==> config.mk <==
export PLATFORM = sky130hd
export DESIGN_NAME = pipe_stage_reg
export DESIGN_NICKNAME = d
export VERILOG_FILES = /design/src/rtl/pipe_stage_reg.sv
export SDC_FILE = /design/constraint.sdc
export NUM_CORES = 1
export LEC_CHECK = 0
export BUFFER_PORTS_ARGS = -buffer_cell sky130_fd_sc_hd__buf_2
export CAP_MARGIN = 30
export CORE_MARGIN = 2
export CORE_UTILIZATION = 34
export CTS_BUF_LIST = sky130_fd_sc_hd__clkbuf_2 sky130_fd_sc_hd__clkbuf_4 sky130_fd_sc_hd__clkbuf_8
export DETAILED_ROUTE_END_ITERATION = 8
export PLACE_DENSITY = 0.55
export SKIP_CTS_REPAIR_TIMING = 1
export SKIP_LAST_GASP = 1
export SLEW_MARGIN = 10
export SYNTH_ARGS = -nofsm -noshare
export SYNTH_HDL_FRONTEND = slang
export SYNTH_SLANG_ARGS = --single-unit
export TNS_END_PERCENT = 5
==> constraint.sdc <==
create_clock -name clk -period 2.72 [get_ports clk]
set_clock_uncertainty 0.15 [all_clocks]
set_input_delay 0.544 -clock clk [delete_from_list [all_inputs] [get_ports clk]]
set_output_delay 0.544 -clock clk [all_outputs]
set_load 0.02 [all_outputs]
==> src/rtl/pipe_stage_reg.sv <==
// rtl/pipe_stage_reg.sv - elastic valid/ready pipeline stage register with optional skid entry and perf counters
//
// Generic stage register placed between two pipeline stages. It carries a packed
// DATA_W-bit payload under a valid/ready handshake. It can optionally hold a second
// (skid) entry so that in_ready comes straight from a flop. It also supports flush
// (bubble insertion) and keeps saturating stall/bubble counters.
// All state updates on the falling edge of clk, like every other stage register.
//
// Ports:
//   clk         clock (state updates on negedge)
//   rst         synchronous active-high reset, sampled on negedge
//   in_valid    upstream has a payload
//   in_ready    stage can accept a payload this cycle
//   in_data     upstream payload, DATA_W bits
//   flush       kill all held payloads (redirect)
//   out_valid   payload available to downstream
//   out_ready   downstream accepts
//   out_data    payload to downstream, DATA_W bits
//   stall_cnt   cycles with out_valid & !out_ready, saturating
//   bubble_cnt  cycles with !out_valid, saturating

module pipe_stage_reg #(
    parameter int DATA_W          = 32,
    parameter bit SKID            = 1'b1,
    parameter bit CLEAR_ON_BUBBLE = 1'b1,
    parameter int CNT_W           = 16
) (
    input  logic              clk,
    input  logic              rst,
    input  logic              in_valid,
    output logic              in_ready,
    input  logic [DATA_W-1:0] in_data,
    input  logic              flush,
    output logic              out_valid,
    input  logic              out_ready,
    output logic [DATA_W-1:0] out_data,
    output logic [CNT_W-1:0]  stall_cnt,
    output logic [CNT_W-1:0]  bubble_cnt
);

    // State is encoded directly as {s_valid, m_valid}; 2'b10 is unreachable.
    localparam logic [1:0] ST_EMPTY = 2'b00;
    localparam logic [1:0] ST_ONE   = 2'b01;
    localparam logic [1:0] ST_FULL  = 2'b11;

    localparam logic [CNT_W-1:0] CNT_MAX = {CNT_W{1'b1}};

    logic              m_valid;
    logic              s_valid;
    logic [DATA_W-1:0] m_data;
    logic [DATA_W-1:0] s_data;
    logic [1:0]        state;
    logic              acc;
    logic              drn;

    assign state = {s_valid, m_valid};

    // With a skid entry, in_ready depends only on a flop, which breaks the
    // combinational ready path back to the upstream stage. Without one, the
    // stage can refill in the same cycle that it drains.
    assign in_ready  = SKID ? !s_valid : (!m_valid | out_ready);
    assign acc       = in_valid & in_ready;
    assign drn       = m_valid & out_ready;

    assign out_valid = m_valid;
    assign out_data  = (CLEAR_ON_BUBBLE && !m_valid) ? '0 : m_data;

    always_ff @(negedge clk) begin
        if (rst) begin
            m_valid <= 1'b0;
            s_valid <= 1'b0;
            m_data  <= '0;
            s_data  <= '0;
        end else if (flush) begin
            // Anything accepted this cycle is dropped as well. The data regs
            // keep their contents so that CLEAR_ON_BUBBLE=0 still holds the last value.
            m_valid <= 1'b0;
            s_valid <= 1'b0;
        end else if (SKID) begin
            case (state)
                ST_EMPTY: begin
                    if (acc) begin
                        m_valid <= 1'b1;
                        m_data  <= in_data;
                    end
                end
                ST_ONE: begin
                    if (acc && drn) begin
                        m_data <= in_data;
                    end else if (acc) begin
                        s_valid <= 1'b1;
                        s_data  <= in_data;
                    end else if (drn) begin
                        m_valid <= 1'b0;
                    end
                end
                ST_FULL: begin
                    // in_ready is low here, so the only move is to promote the skid entry.
                    if (drn) begin
                        s_valid <= 1'b0;
                        m_data  <= s_data;
                    end
                end
                default: begin
                    m_valid <= 1'b0;
                    s_valid <= 1'b0;
                end
            endcase
        end else begin
            if (acc) begin
                m_valid <= 1'b1;
                m_data  <= in_data;
            end else if (drn) begin
                m_valid <= 1'b0;
            end
        end
    end

    // The counters sample the handshake as seen before the edge. Flush leaves them alone.
    always_ff @(negedge clk) begin
        if (rst) begin
            stall_cnt  <= '0;
            bubble_cnt <= '0;
        end else begin
            if (m_valid && !out_ready && stall_cnt != CNT_MAX) begin
                stall_cnt <= stall_cnt + 1'b1;
            end
            if (!m_valid && bubble_cnt != CNT_MAX) begin
                bubble_cnt <= bubble_cnt + 1'b1;
            end
        end
    end

endmodule
==> impl_metrics.csv, run 1 <==
group,metric,value,unit
die,io_pins,103,
yosys,syn_inst,522,
final_layout,insertedDiodeCount,0,
grt,antenna_found_initial,0,
setup_path,crit_fanout,9,
final_layout,finish.utilization,0.490,
final_layout,fillers,1356,
placement,place_ws,-0.694,ns
yosys,synth_edf_count,0,
drt,antenna_left,0,
setup_path,crit_arrival,2.66,ns
die,initial_core_util,0.350,
outcome,violations,"negative setup slack",
die,dieWidth,121,um
yosys,avgSynthCellArea,8.95,um^2
setup_path,rr_startpoint,"bubble_cnt[0]",
sta,finalSetupViolations,144,
yosys,ys_seq_elements,98,
sta,maxSlewHeadroom,0.511,
setup_path,worstSetupStartpoint,"out_valid",
yosys,netlist_area,4670,um^2
cts,cts_sinks,98,
placement,numPortBuffers,102,
cts,cts_tree,"done",
drt,drt_iter0_drc,244,
sta,finalHoldViolations,0,
power_and_ir_drop,total_power,3260,uW
setup_path,critPathBufInv,2,
yosys,ys_warn_count,0,
grt,grt_pass1_wl,20700,um
setup_path,startpoint_type,"register",
yosys,yosysSeqAreaShare,0.420,
min_path,hold_path.class,"register to register",
drt,drt-wirelength-per-cell,13.6,um
setup_path,r2r_slack,0.53,ns
grt,grt_pass1_vias,4748,
yosys,synth_nets,561,
drt,drcViolationCount,0,
sta,setup_tns,-42.34,ns
sta,tightest_slew,0.725,ns
die,coreArea,13300,um^2
placement,routabilityCongestion,0.814,
final_layout,nets,806,
die,dieArea,14700,um^2
yosys,synth.distinct_cells,48,
grt,grt_usage,0.176,
power_and_ir_drop,powerDensity,499,nW/um^2
final_layout,drive_above_1_share,0.329,
yosys,synthArstFlopShare,0,
drt,vias,4761,
power_and_ir_drop,peakVddDrop,0.276,mV
drt,drtPass1Iterations,5,
setup_path,end_kind,"output pin",
setup_path,reg2reg_depth,6,
cts,cts_max_level,3,
outcome,status,"finished, violations left",
setup_path,crit_end,"out_data[6]",
cts,root_buffer,"clkbuf_8",
die,dieHeight,121,um
cts,insertion_delay,0.43,ns
setup_path,path_delay_family,"flip-flops",
placement,dp_hpwl,8650,um
setup_path,crit_path_top_delay_cell,"dfxtp_4",
setup_path,crit_type,"register to output pin",
sta,rsz0062_at_grt,"yes",
cts,cts_made_buffers,9,
grt,grt_max_degree,37,
sta,worst_slack,-0.635,ns
cts,clk_pin_slew,0.05,ns
power_and_ir_drop,p_leak,0.00302,uW
yosys,ys.flop_type,"dfxtp_1",
grt,grt_remaining_overflow,0,
setup_path,cp_cell_sequence,"buf_6 -> and2_2 -> buf_4",
cts,clk_path_buf_depth,2,
final_layout,layout-area-overhead-vs-synth,39.9,%
flow_run,max_cap_viol_count,0,
die,rows,42,
drt,viasPerCell,5.04,
sta,hold_ws,0.334,ns
setup_path,rr_endpoint,"bubble_cnt[14]",
setup_path,required,2.03,ns
drt,wirelength,12900,um
sta,slew_violations,0,
setup_path,cp.depth,3,
setup_path,critPathMaxStageDelay,0.39,ns
kinds of logic (layout without fill, tap and decap cells):
logic type,after synthesis,count (layout),share of synthesized area
AO/OA/AOI/OAI,79,79,0.168
XOR/XNOR,2,2,0.00375
adder cells (fa/ha/maj),2,2,0.00536
buffers and inverters,44,291,0.0455
flip-flops,98,98,0.420
multiplexers,38,38,0.0822
AND/OR/NAND/NOR,259,259,0.276
cell type report:
type	instances	area (um^2)	area share
flip-flops and latches	98	1970	0.301
well taps	176	220	0.0337
repair buffers	175	1250	0.192
clock inverters	102	409	0.0626
clock buffers	9	124	0.0189
multi-input cells	380	2540	0.389
inverters	5	18.8	0.00287
tightest hold or removal path, stage by stage (launching register included):
cell and delay (ns):
dfxtp_1 0.31, mux2i_1 0.06, nor2_1 0.07
Yosys cell counts, types with 7 or more instances:
cell type	count	area share
or3_1	8	0.011
or4_1	7	0.011
nand3_1	38	0.041
o31ai_1	7	0.011
nor2_1	82	0.066
clkbuf_1	25	0.020
nand2_1	41	0.033
nor3_1	12	0.013
nand4_1	11	0.015
and2_1	32	0.043
mux2i_1	35	0.075
o21ai_0	7	0.0075
a311oi_2	28	0.090
a21oi_1	16	0.017
dfxtp_1	98	0.42
worst min-delay path by stage:
stage                          start          to  cells after the start
final                     s_data[24]  s_data[24]                      2
after global routing      s_data[17]  s_data[17]                      2
after CTS                 s_data[24]  s_data[24]                      2
after detailed placement  s_data[24]  s_data[24]                      2
after global placement     s_data[5]   s_data[5]                      2
after floorplan           s_data[31]  s_data[31]                      2
cell usage in the layout, fill, tap and decap left out, types with 11 or more instances in the layout:
cell	instances
a21oi_1	16
a311oi_2	28
and2_2	31
buf_2	84
buf_4	78
dfxtp_1	97
inv_1	106
mux2i_1	35
nand2_1	41
nand3_1	38
nand4_1	11
nor2_1	82
nor3_1	12
layer usage:
layer | global-route usage | vias up | wire length (um)
li1 | - | 2368 | -
met3 | 0.0766 | 16 | 981
met2 | 0.282 | 154 | 6200
met1 | 0.199 | 2223 | 5550
met5 | 0 | - | 0
met4 | 0.0927 | 0 | 167
state kept, by name, summed over array words and instances, names as in the netlist:
name        cells
bubble_cnt     16
m_data         32
out_valid       1
s_data         32
s_valid         1
stall_cnt      16
power breakdown:
group	internal (uW)	leakage [uW]	switching, uW
Sequential	1490	0.000797	22.5
Clock	589	0.000617	834
Combinational	153	0.00161	176
Total	2230	0.00302	1030
through the flow:
stage | std cells | area [um^2]
global placement | 828 | 5870
global route | 945 | 6540
CTS | 938 | 6400
detailed placement | 828 | 5870
floorplan | 522 | 4730
finish | 945 | 6540
Note: power is estimated with default switching activity, not from simulation.
==> run 2, diff against run 1 <==
Settings changed: MAX_ROUTING_LAYER set to met4.
==> impl_metrics.csv, run 2 (synthesis gave the netlist of run 1 again) <==
group,metric,value,unit
outcome,status,"finished, violations left",
outcome,violations,"negative setup slack",
sta,finalSetupViolations,144,
cts,cts_max_level,3,
cts,cts_made_buffers,9,
cts,clk_path_buf_depth,2,
cts,clk_pin_slew,0.06,ns
min_path,hold_start,"s_data[4]",
final_layout,drive_above_1_share,0.329,
final_layout,largest_registers,"m_data x32, s_data x32",
setup_path,critPathBufInv,2,
setup_path,end_kind,"output pin",
setup_path,path_delay_family,"flip-flops",
drt,wl_met3,809,um
setup_path,reg2reg_depth,6,
drt,drcViolationCount,0,
sta,maxSlewHeadroom,0.509,
setup_path,crit_fanout,14,
grt,grt_pass1_vias,4767,
die,coreArea,13300,um^2
placement,dp_hpwl,8650,um
placement,routabilityCongestion,0.827,
drt,met1_length,5690,um
grt,grt_pass1_wl,20700,um
sta,tightest_slew,0.727,ns
drt,routed-wl-met2,6250,um
cts,cts_tree,"done",
setup_path,r2r_slack,0.52,ns
die,dieArea,14700,um^2
drt,drt-wirelength-per-cell,13.6,um
power_and_ir_drop,powerDensity,501,nW/um^2
grt,grt_remaining_overflow,0,
setup_path,rr_endpoint,"bubble_cnt[14]",
final_layout,fillers,1356,
die,rows,42,
die,io_pins,103,
setup_path,crit_type,"register to output pin",
final_layout,layout-area-overhead-vs-synth,39.9,%
grt,grt_max_degree,37,
min_path,hold_path.class,"register to register",
sta,slew_violations,0,
placement,dp.cells,828,
drt,drtPass1Iterations,4,
drt,highest_layer,"met4",
setup_path,crit_path_top_delay_cell,"dfxtp_4",
power_and_ir_drop,peakVddDrop,0.276,mV
die,dieWidth,121,um
setup_path,rr_startpoint,"bubble_cnt[0]",
setup_path,critPathMaxStageDelay,0.39,ns
placement,place_ws,-0.694,ns
placement,numPortBuffers,102,
drt,wirelength,12900,um
setup_path,startpoint_type,"register",
sta,finalHoldViolations,0,
final_layout,final_common_cell,"inv_1",
setup_path,required,2.03,ns
power_and_ir_drop,p_leak,0.00302,uW
final_layout,instances_no_fill,945,
final_layout,nets,806,
die,initial_core_util,0.350,
setup_path,crit_arrival,2.67,ns
sta,setup_tns,-42.28,ns
flow_run,max_cap_viol_count,0,
final_layout,final_cell_mix,"106 x inv_1, 97 x dfxtp_1, 84 x buf_2",
drt,drt_iter0_drc,233,
cts,cts_sinks,98,
sta,rsz0062_at_grt,"yes",
cts,insertion_delay,0.43,ns
min_path,hold_depth,2,
drt,antenna_left,0,
grt,grt_usage,0.181,
setup_path,cp_cell_sequence,"buf_12 -> and2_2 -> buf_4",
sta,worst_slack,-0.639,ns
drt,vias,4748,
final_layout,insertedDiodeCount,0,
min_path,whs_endpoint,"s_data[4]",
drt,viasPerCell,5.02,
grt,antenna_found_initial,0,
die,dieHeight,121,um
cts,root_buffer,"clkbuf_8",
-- run 2: cell counts in the layout (fill, tap and decap cells not counted) --
Identical to the previous run, type by type.
-- run 2: worst register-to-register path: cells and delay by family (launching register included) --
| family | cells | cell delay, ns |
|---|---|---|
| buffers and inverters | 1 | 0.14 |
| flip-flops | 1 | 0.34 |
| AND/OR/NAND/NOR | 3 | 1.07 |
| adder cells (fa/ha/maj) | 1 | 0.21 |
| AO/OA/AOI/OAI | 1 | 0.22 |
-- run 2: cell type report --
cell class | instances | area (um^2) | area share
timing repair buffer | 175 | 1250 | 0.192
inverter | 5 | 18.8 | 0.00287
tap | 176 | 220 | 0.0337
sequential | 98 | 1970 | 0.301
multi-input combinational | 380 | 2540 | 0.389
clock inverter | 102 | 409 | 0.0626
clock buffer | 9 | 124 | 0.0189
-- run 2: how the worst max path moves through the flow --
stage	from	endpoint	slack, ns	cells after the start
after floorplan	out_ready	m_data[15]	-0.56	6
after global placement	out_ready	stall_cnt[15]	-0.65	7
after detailed placement	out_ready	stall_cnt[10]	-0.69	5
after CTS	out_valid	out_data[24]	-0.68	3
after global routing	out_valid	out_data[6]	-0.69	3
final	out_valid	out_data[24]	-0.64	3
-- run 2: stage by stage --
| stage | utilization | area (um^2) | total power, uW | hold WS, ns |
|---|---|---|---|---|
| floorplan | - | 4730 | 1940 | 0.310 |
| global placement | 0.440 | 5870 | 2060 | 0.323 |
| detailed placement | 0.440 | 5870 | 2070 | 0.334 |
| CTS | 0.480 | 6400 | 3350 | 0.342 |
| global route | 0.490 | 6540 | 3570 | 0.361 |
| finish | 0.490 | 6540 | 3270 | 0.336 |
-- run 2: report_power, final --
part	internal, uW	leakage, uW	switching [uW]
combinational	153	0.00161	175
clock	590	0.000617	843
sequential	1490	0.000797	22.4
-- run 2: per-layer routing --
metal,global-route usage,vias up
met5,-,-
met4,0.0934,0
met3,0.0719,11
met2,0.282,128
met1,0.200,2239
li1,-,2370
==> run 3, diff against run 2 <==
Settings changed: REMOVE_ABC_BUFFERS set to 1.
==> impl_metrics.csv, run 3 (synthesis gave the netlist of run 1 again) <==
group,metric,value,unit
final_layout,instances_no_fill,947,
cts,clk_pin_slew,0.03,ns
cts,cts_made_buffers,9,
die,dieWidth,121,um
setup_path,r2r_slack,0.50,ns
power_and_ir_drop,clockPowerShare,0.466,
cts,cts_max_level,3,
setup_path,required,2.03,ns
final_layout,largest_registers,"m_data x32, s_data x32",
die,dieHeight,121,um
drt,vias,4689,
final_layout,final_cell_mix,"104 x inv_1, 97 x dfxtp_1, 89 x buf_2",
power_and_ir_drop,peakVddDrop,0.226,mV
setup_path,crit_fanout,11,
cts,root_buffer,"clkbuf_8",
grt,grt_pass1_vias,4516,
sta,finalSetupViolations,143,
placement,place_area,5800,um^2
final_layout,nets,805,
die,initial_core_util,0.350,
cts,clk_path_buf_depth,2,
power_and_ir_drop,p_leak,0.00298,uW
sta,tightest_slew,0.727,ns
outcome,violations,"negative setup slack",
setup_path,startpoint_type,"register",
final_layout,fillers,1340,
drt,drtPass1Iterations,4,
sta,maxSlewHeadroom,0.512,
final_layout,final_common_cell,"inv_1",
grt,grt_pass1_wl,20000,um
drt,drcViolationCount,0,
grt,antenna_found_initial,0,
placement,numPortBuffers,102,
setup_path,crit_type,"register to output pin",
placement,dp.cells,831,
sta,worst_slack,-0.583,ns
setup_path,crit_arrival,2.61,ns
drt,antenna_left,0,
drt,viasPerCell,4.95,
cts,cts_sinks,98,
power_and_ir_drop,powerDensity,528,nW/um^2
power_and_ir_drop,p_sw_frac,0.318,
final_layout,insertedDiodeCount,0,
die,rows,42,
sta,setup_tns,-42.14,ns
sta,finalHoldViolations,0,
flow_run,max_cap_viol_count,0,
setup_path,end_kind,"output pin",
drt,drt_iter0_drc,265,
die,dieArea,14700,um^2
cts,cts_tree,"done",
final_layout,design_area,6490,um^2
die,coreArea,13300,um^2
final_layout,layout-area-overhead-vs-synth,38.8,%
power_and_ir_drop,total_power,3420,uW
power_and_ir_drop,intPower,2340,uW
final_layout,drive_above_1_share,0.294,
sta,rsz0062_at_grt,"yes",
die,io_pins,103,
placement,dp_hpwl,8450,um
power_and_ir_drop,combPwrFrac,0.093,
cts,insertion_delay,0.43,ns
outcome,status,"finished, violations left",
final_layout,multi_input_area,2510,um^2
grt,grt_max_degree,37,
sta,slew_violations,0,
power_and_ir_drop,pwr-share-seq,0.441,
final_layout,seqCellArea,1970,um^2
placement,routabilityCongestion,0.808,
drt,wirelength,12400,um
min_path,hold_path.class,"register to register",
grt,grt_usage,0.173,
grt,grt_remaining_overflow,0,
power_and_ir_drop,p_sw,1090,uW
drt,drt-wirelength-per-cell,13.1,um
## run 3: cell types whose count changed in the layout (fill, tap and decap cells not counted), moves of 4 or more
| cell | delta |
|---|---|
| buf_12 | -4 |
| and2_2 | -31 |
| buf_2 | +5 |
| buf_4 | -5 |
| and2_1 | +30 |
| buf_6 | +4 |
## run 3: path summary, 6_finish.rpt
| path | start | endpoint | depth (start not counted) |
|---|---|---|---|
| min | s_data[8] | s_data[8] | 2 |
| max reg2reg | bubble_cnt[0] | bubble_cnt[14] | 6 |
| min reg2reg | s_data[8] | s_data[8] | 2 |
| max | out_valid | out_valid | 3 |
## run 3: metrics by stage
step	hold slack, ns	util	worst slack [ns]
after floorplan	0.310	-	-2.17
after global placement	0.323	0.435	-0.665
after detailed placement	0.330	0.435	-0.716
after CTS	0.341	0.478	-0.691
after global routing	0.358	0.486	-0.641
final	0.334	0.486	-0.583
## run 3: critical path, stage by stage (launching register included)
cell and delay, ns:
dfxtp_4 0.37, buf_4 0.14, clkbuf_16 0.16, buf_4 0.16
## run 3: power by group through the flow
stage          combinational, uW  clock, uW  sequential [uW]
2_1_floorplan                137        220             1540
3_3_place_gp                 303        220             1530
3_5_place_dp                 309        220             1530
4_1_cts                      310       1690             1510
5_1_grt                      349       1830             1510
6_report                     318       1600             1510
## run 3: area by class of cell
cell class              instances  share of cell area
clock buffers                   9              0.0191
well taps                     176              0.0340
flip-flops and latches         98               0.303
repair buffers                174               0.183
clock inverters               105              0.0708
inverters                       5             0.00289
multi-input cells             380               0.387
## run 3: metal layers
layer / routed length (um) / part of all wire / GRT usage
met5: 0 / 0 / -
met4: 167 / 0.014 / 0.0934
met1: 5610 / 0.45 / 0.198
met3: 603 / 0.049 / 0.0630
met2: 5980 / 0.48 / 0.265
